===== config.mk =====
export PLATFORM = sky130hd
export DESIGN_NAME = mandelbrot_block_client
export DESIGN_NICKNAME = d
export VERILOG_FILES = /design/src/rtl/mandelbrot_link_defs.sv /design/src/rtl/mandelbrot_block_client.sv
export SDC_FILE = /design/constraint.sdc
export NUM_CORES = 1
export LEC_CHECK = 0
export BUFFER_PORTS_ARGS = -buffer_cell sky130_fd_sc_hd__clkbuf_2
export CORE_UTILIZATION = 55
export DETAILED_ROUTE_END_ITERATION = 12
export PLACE_DENSITY = 0.79
export SETUP_SLACK_MARGIN = 0.4
export SLEW_MARGIN = 20
export SYNTH_ARGS = -nofsm -noshare
export SYNTH_HDL_FRONTEND = slang
export SYNTH_SLANG_ARGS = --single-unit

===== constraint.sdc =====
create_clock -name CLK -period 4.79 [get_ports CLK]
set_input_delay 0.958 -clock CLK [delete_from_list [all_inputs] [get_ports CLK]]
set_output_delay 0.958 -clock CLK [all_outputs]
set_load 0.1 [all_outputs]

===== src/rtl/mandelbrot_link_defs.sv =====
// Shared definitions for the Mandelbrot block-render UART link.
// The renderer and the client both import this package, so opcodes, frame
// length and default geometry stay identical on both ends of the wire.
package mandelbrot_link_defs;

    // Link opcodes
    localparam logic [7:0] LINK_CMD_SEND_BUFFER = 8'h01;
    localparam logic [7:0] LINK_CMD_RESET       = 8'h02;

    // A request frame is the opcode followed by three 16-bit words, MSB first
    localparam int LINK_FRAME_LEN = 7;
    localparam int FRAME_IDX_W    = 3;

    // Default geometry and timing
    localparam int LINK_N          = 16;
    localparam int LINK_NC         = 8;
    localparam int LINK_BLOCK_SIZE = 64;
    localparam int LINK_TIMEOUT    = 1048576;

    // Client controller states
    typedef enum logic [2:0] {
        ST_IDLE,
        ST_SEND,
        ST_SEND_GUARD,
        ST_SEND_WAIT,
        ST_RECV
    } client_state_e;

    // Byte `idx` of a request frame
    function automatic logic [7:0] frame_byte(
        input logic [FRAME_IDX_W-1:0] idx,
        input logic [7:0]             cmd,
        input logic [15:0]            c_real,
        input logic [15:0]            c_imag,
        input logic [15:0]            c_step
    );
        logic [7:0] b;
        case (idx)
            3'd0:    b = cmd;
            3'd1:    b = c_real[15:8];
            3'd2:    b = c_real[7:0];
            3'd3:    b = c_imag[15:8];
            3'd4:    b = c_imag[7:0];
            3'd5:    b = c_step[15:8];
            default: b = c_step[7:0];
        endcase
        return b;
    endfunction

endpackage


===== src/rtl/mandelbrot_block_client.sv =====
// Initiator end of the block-render UART link. Serialises one block request
// onto uart_tx, then turns the BLOCK_SIZE x BLOCK_SIZE returned iteration
// counts into pixel strobes carrying their x/y position.
module mandelbrot_block_client
    import mandelbrot_link_defs::*;
#(
    parameter int         N               = LINK_N,
    parameter int         NC              = LINK_NC,
    parameter int         BLOCK_SIZE      = LINK_BLOCK_SIZE,
    parameter logic [7:0] CMD_SEND_BUFFER = LINK_CMD_SEND_BUFFER,
    parameter int         TIMEOUT         = LINK_TIMEOUT
) (
    input  logic          CLK,
    input  logic          RST_N,
    // Request side
    input  logic          req_valid,
    output logic          req_ready,
    input  logic [N-1:0]  req_c_real,
    input  logic [N-1:0]  req_c_imag,
    input  logic [N-1:0]  req_c_step,
    // uart_tx side
    output logic [7:0]    tx_data,
    output logic          tx_start,
    input  logic          tx_active,
    // uart_rx side
    input  logic [7:0]    rx_data,
    input  logic          rx_ready,
    // Pixel side
    output logic          pix_valid,
    output logic [7:0]    pix_x,
    output logic [7:0]    pix_y,
    output logic [NC-1:0] pix_count,
    // Status
    output logic          busy,
    output logic          done,
    output logic          err_timeout
);

    // x occupies the low bits of the pixel counter and y the next bits, so a
    // plain increment walks x first and carries into y on wrap.
    localparam int XW  = $clog2(BLOCK_SIZE);
    localparam int PCW = $clog2(BLOCK_SIZE * BLOCK_SIZE) + 1;
    localparam int TW  = $clog2(TIMEOUT + 1);

    localparam logic [PCW-1:0]         LAST_PIX = PCW'(BLOCK_SIZE * BLOCK_SIZE - 1);
    localparam logic [TW-1:0]          TO_LAST  = TW'(TIMEOUT - 1);
    localparam logic [FRAME_IDX_W-1:0] LAST_IDX = FRAME_IDX_W'(LINK_FRAME_LEN - 1);

    client_state_e          state_q, state_d;
    logic [FRAME_IDX_W-1:0] idx_q, idx_d;
    logic [N-1:0]           c_real_q, c_real_d;
    logic [N-1:0]           c_imag_q, c_imag_d;
    logic [N-1:0]           c_step_q, c_step_d;
    logic [7:0]             tx_data_q, tx_data_d;
    logic                   tx_start_q, tx_start_d;
    logic                   pix_valid_q, pix_valid_d;
    logic [7:0]             pix_x_q, pix_x_d;
    logic [7:0]             pix_y_q, pix_y_d;
    logic [NC-1:0]          pix_count_q, pix_count_d;
    logic                   done_q, done_d;
    logic                   err_q, err_d;
    logic [PCW-1:0]         pix_cnt_q, pix_cnt_d;
    logic [TW-1:0]          to_cnt_q, to_cnt_d;

    // Next-state and registered-output logic for the whole controller
    always_comb begin
        // NOTE: every target gets a default before the case so that no path
        // leaves a variable unassigned, which would otherwise infer a latch.
        state_d     = state_q;
        idx_d       = idx_q;
        c_real_d    = c_real_q;
        c_imag_d    = c_imag_q;
        c_step_d    = c_step_q;
        tx_data_d   = tx_data_q;
        tx_start_d  = 1'b0;
        pix_valid_d = 1'b0;
        pix_x_d     = pix_x_q;
        pix_y_d     = pix_y_q;
        pix_count_d = pix_count_q;
        done_d      = 1'b0;
        err_d       = 1'b0;
        pix_cnt_d   = pix_cnt_q;
        to_cnt_d    = to_cnt_q;

        unique case (state_q)
            ST_IDLE: begin
                // Stray rx bytes are ignored here by construction
                if (req_valid) begin
                    c_real_d = req_c_real;
                    c_imag_d = req_c_imag;
                    c_step_d = req_c_step;
                    idx_d    = '0;
                    state_d  = ST_SEND;
                end
            end

            ST_SEND: begin
                if (!tx_active) begin
                    tx_data_d  = frame_byte(idx_q, CMD_SEND_BUFFER, 16'(c_real_q),
                                            16'(c_imag_q), 16'(c_step_q));
                    tx_start_d = 1'b1;
                    state_d    = ST_SEND_GUARD;
                end
            end

            // uart_tx raises tx_active only after it has seen the strobe, so
            // tx_active is not trusted during this single cycle.
            ST_SEND_GUARD: begin
                state_d = ST_SEND_WAIT;
            end

            ST_SEND_WAIT: begin
                if (!tx_active) begin
                    if (idx_q == LAST_IDX) begin
                        pix_cnt_d = '0;
                        to_cnt_d  = '0;
                        state_d   = ST_RECV;
                    end else begin
                        idx_d   = idx_q + 1'b1;
                        state_d = ST_SEND;
                    end
                end
            end

            ST_RECV: begin
                if (done_q) begin
                    // Last pixel has just been presented; leave one cycle later
                    state_d = ST_IDLE;
                end else if (rx_ready) begin
                    pix_valid_d = 1'b1;
                    pix_x_d     = 8'(pix_cnt_q[XW-1:0]);
                    pix_y_d     = 8'(pix_cnt_q[2*XW-1:XW]);
                    pix_count_d = NC'(rx_data);
                    pix_cnt_d   = pix_cnt_q + 1'b1;
                    to_cnt_d    = '0;
                    done_d      = (pix_cnt_q == LAST_PIX);
                end else if (to_cnt_q == TO_LAST) begin
                    // Renderer went silent: drop the partial block
                    err_d   = 1'b1;
                    state_d = ST_IDLE;
                end else begin
                    to_cnt_d = to_cnt_q + 1'b1;
                end
            end

            default: state_d = ST_IDLE;
        endcase
    end

    // State and datapath registers, all cleared by the asynchronous reset
    always_ff @(posedge CLK or negedge RST_N) begin
        if (!RST_N) begin
            state_q     <= ST_IDLE;
            idx_q       <= '0;
            c_real_q    <= '0;
            c_imag_q    <= '0;
            c_step_q    <= '0;
            tx_data_q   <= '0;
            tx_start_q  <= 1'b0;
            pix_valid_q <= 1'b0;
            pix_x_q     <= '0;
            pix_y_q     <= '0;
            pix_count_q <= '0;
            done_q      <= 1'b0;
            err_q       <= 1'b0;
            pix_cnt_q   <= '0;
            to_cnt_q    <= '0;
        end else begin
            // NOTE: non-blocking assignments here so every register samples
            // the pre-edge values, independent of statement order.
            state_q     <= state_d;
            idx_q       <= idx_d;
            c_real_q    <= c_real_d;
            c_imag_q    <= c_imag_d;
            c_step_q    <= c_step_d;
            tx_data_q   <= tx_data_d;
            tx_start_q  <= tx_start_d;
            pix_valid_q <= pix_valid_d;
            pix_x_q     <= pix_x_d;
            pix_y_q     <= pix_y_d;
            pix_count_q <= pix_count_d;
            done_q      <= done_d;
            err_q       <= err_d;
            pix_cnt_q   <= pix_cnt_d;
            to_cnt_q    <= to_cnt_d;
        end
    end

    assign req_ready   = (state_q == ST_IDLE);
    assign busy        = (state_q != ST_IDLE);
    assign tx_data     = tx_data_q;
    assign tx_start    = tx_start_q;
    assign pix_valid   = pix_valid_q;
    assign pix_x       = pix_x_q;
    assign pix_y       = pix_y_q;
    assign pix_count   = pix_count_q;
    assign done        = done_q;
    assign err_timeout = err_q;

endmodule


==> impl_metrics.toml <==
[logic_synthesis]
synth.top_cell.area_share_pct = 54.0
synth_simple_gate_area_share_pct = 25.1
synth-edff-count = 0
ys_warn_count = 0
synthCells = 584
yosys.area.top_type = "dfrtp_1"
avgSynthCellArea_um2 = 9.53
synth_compound_area_share_pct = 8.28
synth_top_family_by_area = "simple AND/OR/NAND/NOR gates"
synth_adder_area_share_pct = 1.57
synthFlopType = "dfrtp_1"
synth_area_leaders = "dfrtp_1 (54%), nand2_1 (12%), mux2_2 (5.9%)"
synthMuxAreaShare_pct = 6.14
synth_seq_area_share_pct = 54.0
ys_types = 52
synthXorXnorAreaFrac_pct = 1.73
synth-async-reset-ratio_pct = 100
syn_area_mm2 = 0.00556
synth_seq_cells = 120

[clock_network]
clk_pin_slew_worst_paths_ns = 0.06
clkSinkCount = 120
cts_setup_buffers = 0
cts_resized = 0
cts_tree = "done"
clockRootBuffer = "clkbuf_8"
cts_buffer_depth = 2
cts_hold_buf = 0
clock_latency_ns = 0.52
htree_num_levels = 4
cts_buffers = 17

[timing]
final-hold-violation-count = 0
relSlewSlack_pct = 25.8
maxSlewViolCount = 0
finalCriticalPeriod_ns = 3.48
rsz0062_at_grt = "false"
setup-tns-final_ns = 0
tightestPinTransition_ns = 1.11
fin_crit_sh_pct = 72.6
fin_ws_ns = 1.31
max_freq_ghz = 0.287
setup_viol_count_final = 0
finClkSkew_ns = 0.00551

[cells_and_area]
final_cell_area_mm2 = 0.00672
multi_input_area_mm2 = 0.00241
synthToLayoutAreaGrowth_pct = 20.8
layout-drive-gt1-share_pct = 24.2
fillers = 762
layout_common_cells = "nand2_1 (179), dfrtp_1 (120), clkbuf_2 (93)"
regArea_mm2 = 0.00300
layout_commonest_cell = "nand2_1"
fin_nets = 744
n_antenna_cell = 0
final_core_util_pct = 68.8

[global_route]
antenna_found_initial = 0
grt_pass1_wl_um = 21600
grt-ovfl-total = 0
track_usage_pct = 27.2
grt_max_degree = 65
grt_pass1_vias = 4594

[detailed_routing]
drc = 0
drt_iter0_drc = 262
num_vias = 4673
drt_pass1_iterations = 5
drt-wirelength-per-cell_um = 15.8
wl_um = 12900
ant_nets = 0
vias_per_cell = 5.70

[critical_path]
critical_path_class = "reg -> reg"
worstPathMaxFanout = 17
startpoint_type = "flop"
worstPathArrival_ns = 3.82
required_ns = 5.13
crit_path_end_kind = "flop"

[floorplan]
pin_count = 99
start_util_pct = 56.9
core_mm2 = 0.00977
rows = 36
fp.dieH_um = 103
die_x_um = 103
die-area_mm2 = 0.0105

[placed_design]
place_congestion = 0.924
port_buffers = 94
dp_hpwl_um = 8710
pre_cts_slack_ns = 1.35
detailed_place.area_mm2 = 0.00612

[job]
drv_cap = 0

[run_status]
outcome = "finished, final reports clean"

[power_and_ir_drop]
peakVddDrop_mv = 0.368
power_density_mw_per_mm2 = 593
p_leak_nw = 3.36

[hold_path]
hold_path.class = "reg -> reg"
==> per-layer routing <==
layer,routed length [um],GRT usage (%),vias to the layer above,part of all wire [%]
met5,0,0,-,0
met4,238,9.34,0,1.8
met3,774,7.93,22,6.0
met2,6440,44.4,168,50
met1,5490,34.7,2284,42
li1,-,-,2199,-
==> cell type report <==
class | instances | share of cell area [%]
inverters | 7 | 0.391
multi-input cells | 430 | 35.8
repair buffers | 100 | 7.71
flip-flops and latches | 120 | 44.7
clock inverters | 8 | 2.18
clock buffers | 22 | 6.74
well taps | 133 | 2.48
==> state kept, by name, indices dropped and copies added, names as in the netlist, 8 cells and up <==
signal / cells
c_real_q: 16
c_step_q: 16
pix_count: 8
to_cnt_q: 21
c_imag_q: 16
tx_data: 8
pix_cnt_q: 13
==> where the power goes <==
group	leakage, nW	switching, mW	total [mW]	internal [mW]
Clock	0.291	0.433	1.30	0.865
Combinational	1.49	0.880	1.21	0.328
Sequential	1.57	0.192	1.48	1.29
Total	3.36	1.51	3.99	2.48
==> critical path, stage by stage (launching register included) <==
cell and delay (ns):
dfrtp_1 0.47, or3b_1 0.53, o22ai_1 0.72, nand2_1 0.49
nor2_1 0.97, a21oi_1 0.11
==> cells by family after synthesis <==
family,Yosys count
buffers and inverters,37
XOR/XNOR,11
multiplexers,30
flip-flops,120
AND/OR/NAND/NOR,303
other,1
AO/OA/AOI/OAI,75
adder cells (fa/ha/maj),7
==> cells in the mapped netlist (all sizes together) (7+ instances only) <==
cell type    n
inv          7
nor2        30
nand4       14
or3         16
buf         15
o21ai       17
xnor2        7
nand3       17
a21oi       34
mux2        30
a222oi       7
nand2      179
clkbuf      15
ha           7
dfrtp      120
nor4         9
==> metrics by stage <==
step           hold slack, ns  power [mW]  instances
6_report                0.462        3.99        820
5_1_grt                 0.485        4.21        820
4_1_cts                 0.464        4.00        820
3_5_place_dp            0.457        2.69        790
3_3_place_gp            0.437        2.65        790
2_1_floorplan           0.429        2.40        587
==> path summary, 6_finish.rpt <==
check	start	end	slack (ns)	cells after the start
max	state_q[1]$_DFFE_PN0P_	to_cnt_q[16]$_DFFE_PN0P_	1.31	5
min reg2reg	pix_cnt_q[12]$_DFFE_PN0P_	done$_DFF_PN0_	0.46	1
max in group asynchronous	RST_N	pix_x[5]$_DFFE_PN0P_	3.33	2
min	pix_cnt_q[12]$_DFFE_PN0P_	done$_DFF_PN0_	0.46	1
max reg2reg	state_q[1]$_DFFE_PN0P_	to_cnt_q[16]$_DFFE_PN0P_	1.31	5
min in group asynchronous	RST_N	c_step_q[2]$_DFFE_PN0P_	0.52	1
(Power assumes the default switching activity.)
